File: src/rtl/viterbi_traceback.sv
// Traceback stage of a K=3, 4-state hard-decision Viterbi decoder.
// Stores one frame of survivor pointers, walks them back from the ACS-selected
// best final state, then emits the decoded bits oldest-first.
module viterbi_traceback #(
    parameter int unsigned TB_DEPTH = 8,
    parameter int unsigned CNT_W    = $clog2(TB_DEPTH)
) (
    input  logic       clk,
    input  logic       rst,
    input  logic       en_tb,
    input  logic [1:0] i_prev_st_00,
    input  logic [1:0] i_prev_st_10,
    input  logic [1:0] i_prev_st_01,
    input  logic [1:0] i_prev_st_11,
    input  logic [1:0] i_slt_node,
    output logic       o_ready,
    output logic       o_bit,
    output logic       o_bit_valid,
    output logic       o_frame_end
);

    localparam logic [CNT_W-1:0] LastIdx = CNT_W'(TB_DEPTH - 1);

    typedef enum logic [1:0] {
        StFill,
        StTrace,
        StOut
    } state_e;

    state_e              state_q, state_d;
    logic [CNT_W-1:0]    step_cnt_q, step_cnt_d;
    logic [CNT_W-1:0]    tb_idx_q, tb_idx_d;
    logic [CNT_W-1:0]    out_cnt_q, out_cnt_d;
    logic [1:0]          cur_st_q, cur_st_d;
    logic [TB_DEPTH-1:0] dec_q, dec_d;

    // Survivor memory, indexed [step][state value]; no reset, contents are
    // always fully rewritten before a traceback reads them.
    logic [1:0] mem_q [TB_DEPTH][4];
    logic [1:0] mem_d [TB_DEPTH][4];

    // Next-state logic for the FILL / TRACE / OUT sequencer and survivor memory.
    always_comb begin
        state_d    = state_q;
        step_cnt_d = step_cnt_q;
        tb_idx_d   = tb_idx_q;
        out_cnt_d  = out_cnt_q;
        cur_st_d   = cur_st_q;
        dec_d      = dec_q;
        mem_d      = mem_q;

        unique case (state_q)
            StFill: begin
                if (en_tb) begin
                    mem_d[step_cnt_q][0] = i_prev_st_00;
                    mem_d[step_cnt_q][1] = i_prev_st_01;
                    mem_d[step_cnt_q][2] = i_prev_st_10;
                    mem_d[step_cnt_q][3] = i_prev_st_11;
                    if (step_cnt_q == LastIdx) begin
                        // Best final state is only meaningful with the last step.
                        cur_st_d   = i_slt_node;
                        tb_idx_d   = LastIdx;
                        step_cnt_d = '0;
                        state_d    = StTrace;
                    end else begin
                        step_cnt_d = step_cnt_q + 1'b1;
                    end
                end
            end
            StTrace: begin
                // Decoded bit for the step ending in state s is s[1].
                dec_d[tb_idx_q] = cur_st_q[1];
                cur_st_d        = mem_q[tb_idx_q][cur_st_q];
                if (tb_idx_q == '0) begin
                    out_cnt_d = '0;
                    state_d   = StOut;
                end else begin
                    tb_idx_d = tb_idx_q - 1'b1;
                end
            end
            StOut: begin
                if (out_cnt_q == LastIdx) begin
                    out_cnt_d = '0;
                    state_d   = StFill;
                end else begin
                    out_cnt_d = out_cnt_q + 1'b1;
                end
            end
            default: begin
                state_d = StFill;
            end
        endcase
    end

    // Control and decode registers with synchronous active-low reset.
    always_ff @(posedge clk) begin
        if (!rst) begin
            state_q    <= StFill;
            step_cnt_q <= '0;
            tb_idx_q   <= '0;
            out_cnt_q  <= '0;
            cur_st_q   <= '0;
            dec_q      <= '0;
        end else begin
            state_q    <= state_d;
            step_cnt_q <= step_cnt_d;
            tb_idx_q   <= tb_idx_d;
            out_cnt_q  <= out_cnt_d;
            cur_st_q   <= cur_st_d;
            dec_q      <= dec_d;
        end
    end

    // Survivor memory register.
    always_ff @(posedge clk) begin
        mem_q <= mem_d;
    end

    // Outputs decoded purely from registered state.
    always_comb begin
        o_ready     = (state_q == StFill);
        o_bit_valid = (state_q == StOut);
        o_bit       = o_bit_valid & dec_q[out_cnt_q];
        o_frame_end = o_bit_valid && (out_cnt_q == LastIdx);
    end

endmodule

File: config.mk
export PLATFORM = sky130hd
export DESIGN_NAME = viterbi_traceback
export DESIGN_NICKNAME = d
export VERILOG_FILES = /design/src/rtl/viterbi_traceback.sv
export SDC_FILE = /design/constraint.sdc
export NUM_CORES = 1
export LEC_CHECK = 0
export CAP_MARGIN = 25
export CORE_AREA = 5 5 119 121
export DETAILED_ROUTE_END_ITERATION = 10
export DIE_AREA = 0 0 124 126
export PLACE_DENSITY = 0.55
export SLEW_MARGIN = 0
export SYNTH_ARGS = -nofsm -noshare
export SYNTH_HDL_FRONTEND = slang
export SYNTH_SLANG_ARGS = --single-unit
File: constraint.sdc
create_clock -name clk -period 5.2 [get_ports clk]
set_input_delay 1.04 -clock clk [delete_from_list [all_inputs] [get_ports clk]]
set_output_delay 1.04 -clock clk [all_outputs]
set_load 0.05 [all_outputs]
* Yosys cells after proc, flatten, opt, wreduce, memory -nomap -nowiden
Index checks and enable logic that the tools add are counted.
** Cells by class
- $add $sub $neg :: 3
- $mul :: 0
- Div/mod/pow operators :: 0
- Magnitude comparators :: 7
- Equality and inequality tests :: 9
- Shifts and indexed selects :: 0
- Mux-type cells :: 39
- Bitwise logic cells :: 4
- Reductions and logical operators :: 12
** Operators by type and width (number)
- 64-bit bitwise mux :: 4
- 8-bit demux with 3-bit select :: 4
- 8-bit binary-select mux with 3-bit select :: 1
- 8-bit 2-to-1 mux :: 3
- 2-bit 2-to-1 mux :: 9
- 3-bit 2-to-1 mux :: 6
- 3-bit case mux with 2 select lines :: 2
- 8-bit bitwise mux :: 1
- 4-bit >= comparator, second input constant :: 2
- 3-bit by 4-bit less-than comparator with 1-bit output, second input constant :: 2
- 3-bit inverter with 4-bit output :: 2
- 4-bit AND reduction :: 2
- 3-bit by 1-bit adder with 3-bit output, second input constant :: 2
- 3-bit equality test, second input constant :: 2
- 6-bit 2-to-1 mux :: 1
- 2-bit inequality test, second input constant :: 3
- 2-bit case mux with 3 select lines :: 1
- 2-bit binary-select mux with 2-bit select :: 1
- 4-bit by 1-bit less-than comparator with 1-bit output, second input constant :: 1
- 4-bit 2-to-1 mux :: 1
- 2-bit by 1-bit inequality test with 1-bit output, second input constant :: 2
- 2-bit case mux with 2 select lines :: 1
- 2-bit AND reduction :: 2
- 2-bit nonzero test :: 2
- 14 further kinds :: 17
** Storage, ports and cells
- Flip-flop bits (word level) :: 85
- Latch bits :: 0
- Memory bits (writable) :: 0
- Bits in read-only memories :: 0
- Input port bits :: 13
- Logic and storage cells :: 112
- Memories kept :: 0

* Longest topological paths before layout
- Depth after elaboration :: 9
- Depth in mapped cells :: 7

* Worst setup path after synthesis
OpenSTA, ideal clock, no wires.
- Path type :: input port to flip-flop
- From :: in en_tb
- To :: reg mem_q[32] (netlist bit) (enable)
- Arrival time :: 2.301 ns
- Required time :: 4.817 ns
- Path slack :: 2.515 ns
- Cell stages on the path :: 3
- Cells stage by stage :: or3b_2 clkbuf_1 nor3_1
** Between the ends
- Cells in the longest elaborated chain, start to end :: 1
** RTL lines
- start: declaration :: line 10 : input logic en_tb,
- 2-bit AND reduction (no source line)
- end signal: assignment :: line 116 : mem_q <= mem_d;
- end: declaration :: line 39 : logic [1:0] mem_q [TB_DEPTH][4];
Every way passes these cells.
A chain may end at the register's enable or synchronous reset.

* Final worst setup path
- From :: reg out_cnt_q[0]
- To :: out o_bit
** Between the ends
- Cells in the longest elaborated chain, start to end :: 3
** RTL lines
- start: declaration :: line 33 : logic [CNT_W-1:0] out_cnt_q, out_cnt_d;
- start signal: assignment :: line 108 : out_cnt_q <= out_cnt_d;
- 1-bit binary-select mux with 3-bit select :: line 123 : o_bit = o_bit_valid & dec_q[out_cnt_q];
- 1-bit 2-to-1 mux (not written as such) :: line 123
- 1-bit AND :: line 123
- end: declaration :: line 17 : output logic o_bit,
Every way passes these cells. The select of a mux whose other input is x is not followed.

==> reports/qor.log <==
qor: place.hpwlAfterDp 5539 um
qor: global_route.antenna_found_initial 0
qor: clocking.tritoncts done
qor: timing.grt_setup_unrepaired false
qor: synth.yosys.area.top_type sky130_fd_sc_hd__edfxtp_1
qor: detailed_routing.dr.first_iter.drc_count 224
qor: global_route.grt_pass1_vias 2,285
qor: global_route.grt-ovfl-total 0
qor: floorplanning.design.die.area 0.01562 mm2
qor: run.drv_cap 0
qor: critical_path.cp_max_fo 5
qor: critical_path.worst_path_dominant_cell_family buffers and inverters
qor: critical_path.criticalPathCategory register to output pin
qor: floorplanning.die-height 126 um
qor: timing.totalNegativeSetupSlack 0 ns
qor: timing.worst_pin_slew 0.9812 ns
qor: synth.synth_cells 276
qor: detailed_routing.avgViaCountPerCell 4.863
qor: synth.syn-num-nets 295
qor: timing.final-setup-viol-count 0
qor: detailed_routing.post_route_ant_nets 0
qor: clocking.cts_num_sinks 85
qor: synth.synthesis.area 0.003799 mm2
qor: detailed_routing.drt-total-wl 8002 um
qor: critical_path.timing.critical_path.required 4.16 ns
qor: critical_path.endpoint_kind output pin
qor: timing.highest_clock_frequency_the_design_can_meet 303.6 MHz
qor: synth.synth_seq_area_share 61.66%
qor: finish.fillerInstances 1,285
qor: finish.area_growth_from_synthesis_to_final_layout 15.61%
qor: finish.final_layout_size_suffix_gt1_share 12.42%
qor: detailed_routing.detailed_route_wire_length_per_cell 16.88 um
qor: critical_path.critical_path.startpoint_type register
qor: clocking.cts.path.max_buffers 2
qor: synth.ys_warn_count 0
qor: clocking.cts_max_level 3
qor: timing.final-max-slew-violation-count 0
qor: clocking.worst_skew_pair.late_latency 0.34 ns
qor: synth.synth_edf_count 64
qor: synth.synth-main-ff-cell sky130_fd_sc_hd__edfxtp_1
qor: place.place_congestion 0.7748
qor: synth.post_synth.cell_area_avg 13.76 um2
qor: synth.yosysUniqueCellTypes 41
qor: clocking.clock-root-buffer sky130_fd_sc_hd__clkbuf_16
qor: clocking.number_of_buffers_added_for_setup_after_cts 0
qor: critical_path.crit_chain mux4_2 -> mux2i_1 -> nor2_1 -> clkdlybuf4s50_1
qor: power_and_ir_drop.peakVddDrop 0.1704 mV
qor: critical_path.max_stage_delay 0.70 ns
qor: synth.synthTopCellsByArea sky130_fd_sc_hd__edfxtp_1, sky130_fd_sc_hd__dfxtp_1, sky130_fd_sc_hd__mux4_2
qor: global_route.pin_count_of_the_biggest_net_entering_global_routing 28
qor: critical_path.arrival 2.25 ns
qor: detailed_routing.residual_drc_count 0
qor: finish.final_core_util 33.83%
qor: timing.share_of_the_cycle_needed_by_the_critical_path_after_routing 63.34%
qor: hold_path.worst_hold_path_type register to register
qor: timing.period_needed 3.293 ns
qor: timing.clock-skew-final 0.007135 ns
qor: clocking.cts-hold-fix-buffers 0
qor: floorplanning.core 0.01298 mm2
qor: synth.async_reset_ff_share 0%
qor: critical_path.crit_slowest_cell sky130_fd_sc_hd__clkdlybuf4s50_1
qor: timing.timing.final.hold_violations 0
qor: power_and_ir_drop.pwr_density_cell 324.9 mW/mm2
qor: place.placement.io_buffers 16
qor: global_route.grt_use_total 10.98%
qor: floorplanning.initial_core_util 29.27%
qor: clocking.numCtsBuffers 9
qor: outcome.outcome complete, no violations
qor: finish.nNetsFinal 312
qor: clocking.post_cts.resized_instances 0
qor: critical_path.path_buf_inv 1
qor: place.dp_slack 1.691 ns
qor: floorplanning.chipWidth 124 um
qor: global_route.grt_first_pass_wirelength 13,010 um
qor: detailed_routing.drt_pre_antenna_iters 4
qor: synth.netlist.area_leader.share 50.59%
qor: place.placed_area 0.004073 mm2
qor: floorplanning.std_cell_rows 42
qor: finish.finalInstanceArea 0.004392 mm2
qor: finish.diodes 0
qor: floorplanning.io-pin-count 17
qor: detailed_routing.vias 2,305
qor: timing.slew_headroom 34.08%
qor: timing.final_critical_path_setup_slack 1.907 ns
qor: synth.register_bit_count_reported_by_yosys 85
qor: clocking.clk_transition_reported_paths 0.07 ns
qor: power_and_ir_drop.cellLeakagePower 1.454 nW
## layer usage
layer | global-route usage (%) | part of all wire [%]
met3 | 1.749 | 4.9
met1 | 15.17 | 46
met2 | 16.51 | 47
met4 | 5.799 | 2.3
met5 | 0 | 0
## worst paths after layout
path	start	to	slack, ns	cells after the start
hold reg to reg	dec_q[5]	dec_q[5]	0.48	2
setup / recovery	out_cnt_q[0]	o_bit	1.91	4
setup reg to reg	tb_idx_q[0]	cur_st_q[1]	2.68	5
hold / removal	dec_q[5]	dec_q[5]	0.48	2
## through the flow
step	power, mW	instances	hold WS (ns)
finish	1.427	474	0.4818
global route	1.473	474	0.5160
CTS	1.439	471	0.4799
detailed placement	0.8061	455	0.4701
global placement	0.8050	455	0.4630
floorplan	0.7817	276	0.4505
## area by class of cell
cell class	count	area, um2	area share, %
multi-input combinational	169	1305	29.72
clock inverter	7	76.32	1.738
timing repair buffer	22	200.2	4.558
clock buffer	9	225.2	5.128
tap	176	220.2	5.014
inverter	6	22.52	0.5128
sequential	85	2342	53.33
## power by group
group	switching (mW)	internal (mW)	total [mW]
logic	0.0284	0.0197	0.0481
clock network	0.294	0.341	0.635
registers	0.00472	0.739	0.744
## cell usage after synthesis (2+ instances only)
cell type and number:
sky130_fd_sc_hd__edfxtp_1 64, sky130_fd_sc_hd__nor2_1 41, sky130_fd_sc_hd__dfxtp_1 21, sky130_fd_sc_hd__nand2_1 18, sky130_fd_sc_hd__mux2i_1 16, sky130_fd_sc_hd__nor3_1 14, sky130_fd_sc_hd__a21oi_1 12, sky130_fd_sc_hd__mux4_2 10
sky130_fd_sc_hd__nand2b_1 10, sky130_fd_sc_hd__clkbuf_1 8, sky130_fd_sc_hd__clkbuf_8 6, sky130_fd_sc_hd__ha_1 6, sky130_fd_sc_hd__inv_1 6, sky130_fd_sc_hd__mux4_1 6, sky130_fd_sc_hd__nor2b_1 3, sky130_fd_sc_hd__o21ai_0 3
sky130_fd_sc_hd__a22oi_1 2, sky130_fd_sc_hd__a311o_1 2, sky130_fd_sc_hd__a311oi_1 2, sky130_fd_sc_hd__and2_1 2, sky130_fd_sc_hd__nand3_1 2, sky130_fd_sc_hd__nand4_1 2, sky130_fd_sc_hd__nor3b_1 2
## layout by cell type (no fill, tap or decap), types with 2 or more instances in the layout
cell	netlist	final
sky130_fd_sc_hd__a21oi_1	12	12
sky130_fd_sc_hd__a22oi_1	2	2
sky130_fd_sc_hd__a311o_1	2	2
sky130_fd_sc_hd__a311oi_1	2	2
sky130_fd_sc_hd__and2_1	2	2
sky130_fd_sc_hd__buf_2	1	2
sky130_fd_sc_hd__buf_4	0	3
sky130_fd_sc_hd__clkbuf_16	0	9
sky130_fd_sc_hd__clkdlybuf4s50_1	0	16
sky130_fd_sc_hd__clkinv_4	0	2
sky130_fd_sc_hd__dfxtp_1	21	21
sky130_fd_sc_hd__edfxtp_1	64	64
sky130_fd_sc_hd__ha_1	6	6
sky130_fd_sc_hd__inv_1	6	6
sky130_fd_sc_hd__inv_8	0	3
sky130_fd_sc_hd__mux2i_1	16	16
sky130_fd_sc_hd__mux4_1	6	6
sky130_fd_sc_hd__mux4_2	10	10
sky130_fd_sc_hd__nand2_1	18	18
sky130_fd_sc_hd__nand2b_1	10	10
sky130_fd_sc_hd__nand3_1	2	2
sky130_fd_sc_hd__nand4_1	2	2
sky130_fd_sc_hd__nor2_1	41	41
sky130_fd_sc_hd__nor2b_1	3	3
sky130_fd_sc_hd__nor3_1	14	14
sky130_fd_sc_hd__nor3b_1	2	2
sky130_fd_sc_hd__o21ai_0	3	3
## worst reg2reg max path, cell delays in order (launching register included)
cell                       delay [ns]
sky130_fd_sc_hd__dfxtp_1         0.70
sky130_fd_sc_hd__buf_4           0.35
sky130_fd_sc_hd__mux4_1          0.64
sky130_fd_sc_hd__o221ai_1        0.20
sky130_fd_sc_hd__a311oi_1        0.08
sky130_fd_sc_hd__o41a_1          0.43
## cells by family (layout without fill, tap and decap cells)
family | after synthesis | in the layout | synth area share (%)
buf+inv | 22 | 44 | 3.985
simple gates | 104 | 104 | 13.27
mux | 32 | 32 | 14.30
flops | 85 | 85 | 61.66
compound gates | 27 | 27 | 4.809
fa+ha+maj | 6 | 6 | 1.976
## registers in the layout, summed over array words and instances (netlist names)
signal / count
mem_q: 64
dec_q: 8
out_cnt_q: 3
step_cnt_q: 3
tb_idx_q: 3
cur_st_q: 2
state_q: 2
Power figures use the tool's default switching activity.
